==> src/rtl/calc_input_ctrl_pkg.sv <==
// Shared definitions for the calculator input front-end: op encodings, widths,
// FSM state type and the captured operand payload.
package calc_input_ctrl_pkg;

   localparam int unsigned CNT_W    = 16;
   localparam int unsigned OPND_W   = 4;
   localparam int unsigned NUM_BTN  = 4;
   localparam int unsigned DB_CNT_W = 20;

   localparam logic [OPND_W-1:0] OP_CONCAT = 4'b0000;
   localparam logic [OPND_W-1:0] OP_ADD    = 4'b0001;
   localparam logic [OPND_W-1:0] OP_SUB    = 4'b0010;
   localparam logic [OPND_W-1:0] OP_MUL    = 4'b0100;
   localparam logic [OPND_W-1:0] OP_RSVD   = 4'b1000;

   typedef enum logic {
      ST_IDLE = 1'b0,
      ST_HOLD = 1'b1
   } state_t;

   typedef struct packed {
      logic [OPND_W-1:0] op;
      logic [OPND_W-1:0] data1;
      logic [OPND_W-1:0] data2;
   } calc_operands_t;

   // True when exactly one button is down, i.e. the vector is a legal op code
   function automatic logic is_single_op(input logic [OPND_W-1:0] v);
      return (v == OP_ADD) || (v == OP_SUB) || (v == OP_MUL) || (v == OP_RSVD);
   endfunction

endpackage

==> src/rtl/calc_input_ctrl_btn_debounce.sv <==
// One pushbutton: 2-FF synchronizer followed by a stable-level debouncer that
// flips only after DEBOUNCE_CYCLES consecutive differing samples.
module calc_input_ctrl_btn_debounce
   import calc_input_ctrl_pkg::*;
#(
   parameter int unsigned DEBOUNCE_CYCLES = 250000
) (
   input  logic clk_pi,
   input  logic reset_pi,
   input  logic raw_pi,
   output logic level_po
);

   localparam logic [DB_CNT_W-1:0] LAST_CNT = DB_CNT_W'(DEBOUNCE_CYCLES - 1);

   logic                meta;
   logic                sync;
   logic [DB_CNT_W-1:0] cnt;

   always_ff @(posedge clk_pi) begin
      if (reset_pi) begin
         meta     <= 1'b0;
         sync     <= 1'b0;
         level_po <= 1'b0;
         cnt      <= '0;
      end else begin
         meta <= raw_pi;
         sync <= meta;
         // Any sample matching the stable level restarts the count
         if (sync == level_po) begin
            cnt <= '0;
         end else if (cnt == LAST_CNT) begin
            level_po <= ~level_po;
            cnt      <= '0;
         end else begin
            cnt <= cnt + DB_CNT_W'(1);
         end
      end
   end

endmodule

==> src/rtl/calc_input_ctrl.sv <==
// Calculator input front-end: debounced buttons select a one-hot op, switches
// supply the operands, all latched per accepted press; plus a free-running counter.
module calc_input_ctrl
   import calc_input_ctrl_pkg::*;
#(
   parameter int unsigned DEBOUNCE_CYCLES = 250000
) (
   input  logic              clk_pi,
   input  logic              reset_pi,
   input  logic [3:0]        btn_pi,
   input  logic [7:0]        sw_pi,
   output logic [3:0]        data1_po,
   output logic [3:0]        data2_po,
   output logic [3:0]        op_po,
   output logic              op_strobe_po,
   output logic [15:0]       counter_po
);

   logic [7:0]         sw_meta;
   logic [7:0]         sw_sync;
   logic [NUM_BTN-1:0] db;
   state_t             state;
   calc_operands_t     latched;
   logic [CNT_W-1:0]   counter;

   for (genvar i = 0; i < NUM_BTN; i++) begin : g_btn
      calc_input_ctrl_btn_debounce #(
         .DEBOUNCE_CYCLES(DEBOUNCE_CYCLES)
      ) u_debounce (
         .clk_pi   (clk_pi),
         .reset_pi (reset_pi),
         .raw_pi   (btn_pi[i]),
         .level_po (db[i])
      );
   end

   // Switch sync, press FSM, operand capture and cycle counter
   always_ff @(posedge clk_pi) begin
      if (reset_pi) begin
         sw_meta      <= '0;
         sw_sync      <= '0;
         state        <= ST_IDLE;
         latched      <= '{op: OP_CONCAT, data1: '0, data2: '0};
         op_strobe_po <= 1'b0;
         counter      <= '0;
      end else begin
         sw_meta      <= sw_pi;
         sw_sync      <= sw_meta;
         counter      <= counter + CNT_W'(1);
         op_strobe_po <= 1'b0;
         case (state)
            ST_IDLE: begin
               // Multi-button presses still enter HOLD so they cannot re-trigger
               if (db != '0) begin
                  state <= ST_HOLD;
                  if (is_single_op(db)) begin
                     latched      <= '{op: db, data1: sw_sync[7:4], data2: sw_sync[3:0]};
                     op_strobe_po <= 1'b1;
                  end
               end
            end
            ST_HOLD: begin
               if (db == '0) begin
                  state <= ST_IDLE;
               end
            end
            default: state <= ST_IDLE;
         endcase
      end
   end

   assign op_po      = latched.op;
   assign data1_po   = latched.data1;
   assign data2_po   = latched.data2;
   assign counter_po = counter;

endmodule

==> config.mk <==
export PLATFORM = sky130hd
export DESIGN_NAME = calc_input_ctrl
export DESIGN_NICKNAME = d
export VERILOG_FILES = /design/src/rtl/calc_input_ctrl_pkg.sv /design/src/rtl/calc_input_ctrl_btn_debounce.sv /design/src/rtl/calc_input_ctrl.sv
export SDC_FILE = /design/constraint.sdc
export NUM_CORES = 1
export LEC_CHECK = 0
export CORE_AREA = 4 4 110 112
export CTS_CLUSTER_SIZE = 8
export DETAILED_ROUTE_END_ITERATION = 6
export DIE_AREA = 0 0 114 116
export PLACE_DENSITY = 0.73
export SLEW_MARGIN = 20
export SYNTH_ARGS = -nofsm -noshare
export SYNTH_HDL_FRONTEND = slang
export SYNTH_SLANG_ARGS = --single-unit
==> constraint.sdc <==
create_clock -name clk_pi -period 1.77 [get_ports clk_pi]
set_input_delay 0.354 -clock clk_pi [delete_from_list [all_inputs] [get_ports clk_pi]]
set_output_delay 0.354 -clock clk_pi [all_outputs]
set_load 0.05 [all_outputs]
==> impl_metrics.tcl <==
set metrics [dict create \
    netlist_instances 632 \
    syn_area_mm2 0.00564 \
    synth-compound-area-share 0.0847 \
    avgSynthCellArea_um2 8.93 \
    crit_arrival_ns 2.09 \
    rows 39 \
    synth-xor-area-share 0.107 \
    hp-class "input pin to flop" \
    final_net_count 734 \
    firstDrtPassIters 5 \
    finalCriticalPeriod_ns 1.75 \
    grt_pass1_vias 4537 \
    yosys.area_share.simple 0.278 \
    clk_latency_ns 0.41 \
    leakage_nw 2.44 \
    finalSetupViolCount 0 \
    dr_total_vias 4730 \
    die_h_um 116 \
    synth_warnings 0 \
    htree_levels 4 \
    power.internal_mw 5.34 \
    ir_drop_uv 792 \
    port_buffers 42 \
    cts_inserted_buffers 17 \
    grt_max_degree 29 \
    drt_iter0_drc 346 \
    final_layout_size_suffix_gt1_frac 0.213 \
    setup_tns_ns 0 \
    cp_data_required_time_ns 2.12 \
    worstReg2RegStart "g_btn[2].u_debounce.cnt[0]" \
    antenna_found_initial 0 \
    area_growth_pct 26.6 \
    pwr_density_cell_mw_per_mm2 942 \
    synth.distinct_cells 35 \
    place.gp.congestion 0.880 \
    drc 0 \
    fp.dieW_um 114 \
    r2r_slack_ns 0.02 \
    fin_area_mm2 0.00714 \
    status "finished clean" \
    finalCritPeriodShare 0.987 \
    hold_viol_final 0 \
    ys_seq_area_frac 0.489 \
    num-fill-cells 874 \
    ios 43 \
    reg2reg_to "g_btn[2].u_debounce.cnt[18]" \
    cts_root_buf "clkbuf_16" \
    grt_remaining_overflow 0 \
    place_area_mm2 0.00646 \
    initial_core_util 0.503 \
    cts_buffer_depth 2 \
    skew_ns 0.00804 \
    critical_path_class "flop to flop" \
    syn_nets 651 \
    diodes 0 \
    grt_pass1_wl_mm 20.3 \
    power.switching_mw 1.38 \
    cp-startpoint "g_btn[2].u_debounce.cnt[0]" \
    totalWireLength_mm 11.9 \
    utilization 0.637 \
    vias_per_cell 5.43 \
    pwr-share-clk 0.509 \
    synthMuxAreaShare 0 \
    crit_fanout 4 \
    layout_common_cells "dfxtp_1 (113), nor2_1 (84), buf_4 (73)" \
    clkSinkCount 138 \
    ys_ff_latch 138 \
    wire_per_inst_um 13.6 \
    hpwl_mm 7.97 \
    final_common_cell "dfxtp_1" \
    synth_top_family_by_area "simple AND/OR/NAND/NOR gates" \
    core_area_mm2 0.0112 \
    slew_headroom 0.580 \
    combinationalPowerShare 0.022 \
    cts_tree "yes" \
    worstHoldStart "reset_pi" \
    grt.total_usage 0.188 \
    reg2reg_depth 5 \
    drv_slew 0 \
    tightest_slew_ns 0.630 \
    swShare 0.206 \
    maxCapViolations 0 \
    final_antenna_net_count 0 \
    cts_hold_buf 0 \
    crit_path_end_kind "flop" \
    dieArea_mm2 0.0132 \
    start_kind "flop" \
    critPathCapture "g_btn[2].u_debounce.cnt[18]" \
    p_seq_frac 0.469 \
    timing.fmax_mhz 572 \
    synth_fa_ha_area_frac 0.0111 \
    cts.clk_slew.worst_paths_ns 0.06 \
]
worst max-delay path, stage by stage, from the launching register on:
cell	delay [ns]
dfxtp_4	0.37
ha_4	0.14
nand4_2	0.12
or4_4	0.57
or3_1	0.32
a21oi_1	0.15
power groups by stage:
stage                     Combinational [mW]  Clock (mW)  Sequential [mW]
after floorplan                       0.0670           0             3.24
after global placement                 0.148           0             3.22
after detailed placement               0.150           0             3.22
after CTS                              0.152        3.50             3.15
after global routing                   0.165        3.64             3.15
final                                  0.151        3.42             3.15
sequential cells by signal, indices dropped and copies added (netlist names), 4 cells and up:
register,flops
g_btn.u_debounce.sync,4
op_po,4
g_btn.u_debounce.meta,4
sw_meta,8
g_btn.u_debounce.cnt,80
g_btn.u_debounce.level_po,4
data1_po,4
data2_po,4
sw_sync,8
counter_po,16
cell families after synthesis:
kind of cell,count (synthesis)
flops,138
xor+xnor,69
buf+inv,42
simple gates,290
fa+ha+maj,5
compound gates,88
worst min-delay path by stage:
stage / endpoint / cells after the start / slack (ns)
global placement: counter_po[0] / 1 / 0.42
detailed placement: g_btn[2].u_debounce.sync / 1 / 0.42
floorplan: g_btn[0].u_debounce.sync / 1 / 0.41
global route: sw_sync[7] / 2 / 0.28
finish: sw_sync[3] / 2 / 0.28
CTS: sw_sync[3] / 2 / 0.26
routing by layer:
metal,up-vias,share of wire,global-route usage
li1,2381,-,-
met1,2220,0.46,0.227
met2,113,0.47,0.315
met3,16,0.049,0.0512
met4,0,0.017,0.0847
met5,-,0,0
per-stage QoR:
stage	worst slack, ns	total power [mW]	instances	hold WS (ns)
floorplan	-0.0148	3.30	632	0.414
global placement	0.0586	3.37	834	0.421
detailed placement	-0.0606	3.37	834	0.424
CTS	0.000198	6.80	866	0.265
global route	-0.0190	6.96	871	0.280
finish	0.0227	6.73	871	0.283
repair_timing:
| action | 4_1_cts | 5_1_grt |
|---|---|---|
| resized for setup | 4 | 20 |
| gates cloned | 0 | 0 |
| pin swaps | 0 | 1 |
| setup endpoints to repair | 13 | 62 |
| setup buffers | 0 | 5 |
cell type report:
type / instances / area, um2 / share of cell area
Clock buffer: 20 / 458 / 0.0641
Sequential cell: 138 / 2810 / 0.394
Clock inverter: 12 / 121 / 0.0170
Tap cell: 143 / 179 / 0.0250
Multi-Input combinational cell: 452 / 2790 / 0.390
Timing Repair Buffer: 89 / 724 / 0.101
Inverter: 17 / 63.8 / 0.00893
cell usage after synthesis:
| cell | count | area, um2 |
|---|---|---|
| a211o_1 | 1 | 8.76 |
| inv_1 | 17 | 63.8 |
| o31ai_1 | 8 | 60.1 |
| a21oi_1 | 40 | 200 |
| or4_1 | 10 | 75.1 |
| or4b_2 | 1 | 10.0 |
| or2_2 | 2 | 12.5 |
| nand2_1 | 26 | 97.6 |
| nor4b_1 | 7 | 61.3 |
| buf_2 | 4 | 20.0 |
| clkbuf_1 | 19 | 71.3 |
| ha_1 | 5 | 62.6 |
| nand4_2 | 5 | 62.6 |
| nand4_1 | 27 | 169 |
| nor4_1 | 11 | 68.8 |
| nor2_1 | 84 | 315 |
| xor2_1 | 32 | 280 |
| nand3_2 | 1 | 10.0 |
| or4_4 | 2 | 22.5 |
| and2_1 | 3 | 18.8 |
| o21ai_0 | 34 | 170 |
| nand3b_1 | 1 | 7.51 |
| nor2b_1 | 25 | 156 |
| clkbuf_2 | 2 | 10.0 |
| a211oi_1 | 1 | 7.51 |
| a21oi_2 | 1 | 8.76 |
| xnor2_1 | 37 | 324 |
| nor3_1 | 14 | 70.1 |
| dfxtp_1 | 138 | 2760 |
| o21ai_2 | 2 | 17.5 |
| and4_1 | 7 | 61.3 |
| and3_1 | 6 | 37.5 |
| nand3_1 | 38 | 190 |
| o21ai_1 | 1 | 5.00 |
| or3_1 | 20 | 125 |
(Power assumes the default switching activity.)
==> RTL edit (same settings) <==
`DEBOUNCE_CYCLES` is set to 250000 in 2 places; all go to 125000.
--- a/src/rtl/calc_input_ctrl_btn_debounce.sv
+++ b/src/rtl/calc_input_ctrl_btn_debounce.sv
@@ -5,3 +5,3 @@
 #(
-   parameter int unsigned DEBOUNCE_CYCLES = 250000
+   parameter int unsigned DEBOUNCE_CYCLES = 125000
 ) (
--- a/src/rtl/calc_input_ctrl.sv
+++ b/src/rtl/calc_input_ctrl.sv
@@ -5,3 +5,3 @@
 #(
-   parameter int unsigned DEBOUNCE_CYCLES = 250000
+   parameter int unsigned DEBOUNCE_CYCLES = 125000
 ) (
Behaviour: same outputs for any inputs over 10 cycles, from zero or initial values and one cycle with reset_pi high; that may be too few to reach the edited logic, so the function may still have changed.
==> RTL edit against the original RTL <==
  * Highest routed layer unchanged
  * Synthesized area up 1.2%
  * Design area down 2.5%
  * Sequential cell count unchanged
  * Wire length down 1.0%
  * Clock power down 2%
  * Combinational power down 3%
  * Largest power group unchanged
  * Power down 1.1%
  * Worst setup slack better by 1.3 ps
  * Cell count down 1.3%
==> RTL edit: results (changes against the original RTL) <==
outcome:
  status: "finished clean"
detailed_routing:
  drtPass1Iterations: 5  # unchanged
  vias_per_cell: 5.50  # +1.3%
  avgRoutedWirePerCell_um: 13.7  # +0.25%
  drtIter0Drc: 303  # -12%
finish:
  diodes: 0  # unchanged
  fillers: 945  # +8.1%
  largest_reg_flops: 80  # unchanged
  drive_gt1_share_pct: 16.2  # -5.1 points
  finalNetCount: 723  # -1.5%
  finalNonFillerCells: 860  # -1.3%
  top_register: "g_btn.u_debounce.cnt"
power_and_ir_drop:
  irDropWorstVdd_uv: 922  # +16%
  leakage_nw: 2.41  # -1.2%
clock_tree:
  insertion_delay_ps: 420
  root_buffer: "clkbuf_16"
  h-tree-depth: 4  # unchanged
  clk_pin_slew_ps: 60  # about the same
  cts_made_buffers: 17  # unchanged
  cts_max_path_buffers: 2  # unchanged
yosys:
  synthArstFlopShare_pct: 0  # unchanged
  synth.area.top_cells: "dfxtp_1 (48%), xor2_1 (6.1%), nor2_1 (4.9%)"
  ys.warnings.count: 0  # unchanged
  synthTopCellsByCount: "dfxtp_1 (138), nor2_1 (75), nand3_1 (46)"
  ys_types: 38  # +8.6%
  synth_nets: 660  # +1.4%
  ys_seq_area_share_pct: 48.4  # -0.58 points
  synth_ff_type: "dfxtp_1"
  synth_area_per_cell_um2: 8.91  # -0.22%
grt:
  grt_max_degree: 45  # +55%
  track_usage_pct: 18.5  # -0.34 points
  grt_pass1_vias: 4526  # -0.24%
  grt_antenna_before_repair: 0  # unchanged
  grt_pass1_wl_mm: 20.0  # -1.5%
place:
  io_buffers: 42  # unchanged
  place_hpwl_mm: 7.94  # -0.48%
  gp_congestion: 0.836  # -5.0%
  place_area_mm2: 0.00635  # -1.7%
  pre_cts_slack_ps: 56.0  # +117 ps
  placed_cells: 827  # -0.84%
sta:
  finClkSkew_ps: 19.4  # +11.4 ps
  slew_headroom_pct: 69.9  # +12 points
worst_hold_path:
  hold_path_depth: 2  # unchanged
  hp-class: "in -> reg"
critical_path:
  reg2reg_depth: 5  # unchanged
  cp_data_arrival_time_ps: 2090  # about the same
  cp_max_fo: 4  # unchanged
-- RTL edit: cell count changes after synthesis, moves of 5 or more --
cell,unedited run,this run
xnor2_1,37,26
nor2_1,84,75
nand3_1,38,46
xor2_1,32,40
and4_1,7,13
and3_1,6,11
nand2_1,26,31
nand4_1,27,22
nand4_2,5,0
o21ai_0,34,29
-- RTL edit: final cells by class --
cell class | instances | area [µm²] | area share (%)
sequential | 138 | 2770 | 39.7
inverter | 14 | 52.6 | 0.754
clock inverter | 15 | 141 | 2.03
tap | 143 | 179 | 2.57
timing repair buffer | 72 | 584 | 8.38
multi-input combinational | 461 | 2820 | 40.4
clock buffer | 17 | 425 | 6.10
-- RTL edit: cell families after synthesis --
| group | Yosys count | share of synthesized area (%) |
|---|---|---|
| AND/OR/NAND/NOR | 297 | 28.3 |
| XOR/XNOR | 66 | 10.1 |
| buffers and inverters | 42 | 2.91 |
| AO/OA/AOI/OAI | 93 | 9.20 |
| flip-flops | 138 | 48.4 |
| adder cells (fa/ha/maj) | 5 | 1.10 |
-- RTL edit: worst paths after layout --
kind | from | to | slack, ps
min | reset_pi | sw_sync[7]$_SDFF_PP0_ | 300
min reg2reg | g_btn[0].u_debounce.meta$_SDFF_PP0_ | g_btn[0].u_debounce.sync$_SDFF_PP0_ | 430
max reg2reg | g_btn[1].u_debounce.cnt[0]$_SDFF_PP0_ | g_btn[1].u_debounce.cnt[14]$_SDFF_PP0_ | 20
max | g_btn[1].u_debounce.cnt[0]$_SDFF_PP0_ | g_btn[1].u_debounce.cnt[14]$_SDFF_PP0_ | 20
-- RTL edit: routing by layer --
| layer | GRT usage [%] | wire length [µm] |
|---|---|---|
| met4 | 6.57 | 119 |
| met5 | 0 | 0 |
| met3 | 5.74 | 539 |
| met2 | 31.2 | 5750 |
| met1 | 22.3 | 5350 |
-- RTL edit: timing repair --
action	in CTS	in global routing
setup endpoints to repair	1	24
setup buffers	0	1
pin swaps	0	1
hold buffers	0	0
gates resized for setup	1	11
-- RTL edit: metrics by stage --
stage / hold WS, ps / power (mW)
2_1_floorplan: 413 / 3.31
3_3_place_gp: 419 / 3.37
3_5_place_dp: 422 / 3.37
4_1_cts: 274 / 6.72
5_1_grt: 289 / 6.88
6_report: 300 / 6.65
-- RTL edit: critical path, cell delays in order (launching register included) --
cell and delay [ps]:
dfxtp_1 370, ha_1 180, and3_2 240, nand3_1 120, or4_2 570, a21oi_2 190
-- RTL edit: report_power, final --
part / internal, mW / switching, mW
clock network: 1.96 / 1.39
registers: 3.14 / 0.0161
logic: 0.0651 / 0.0820
total: 5.16 / 1.49
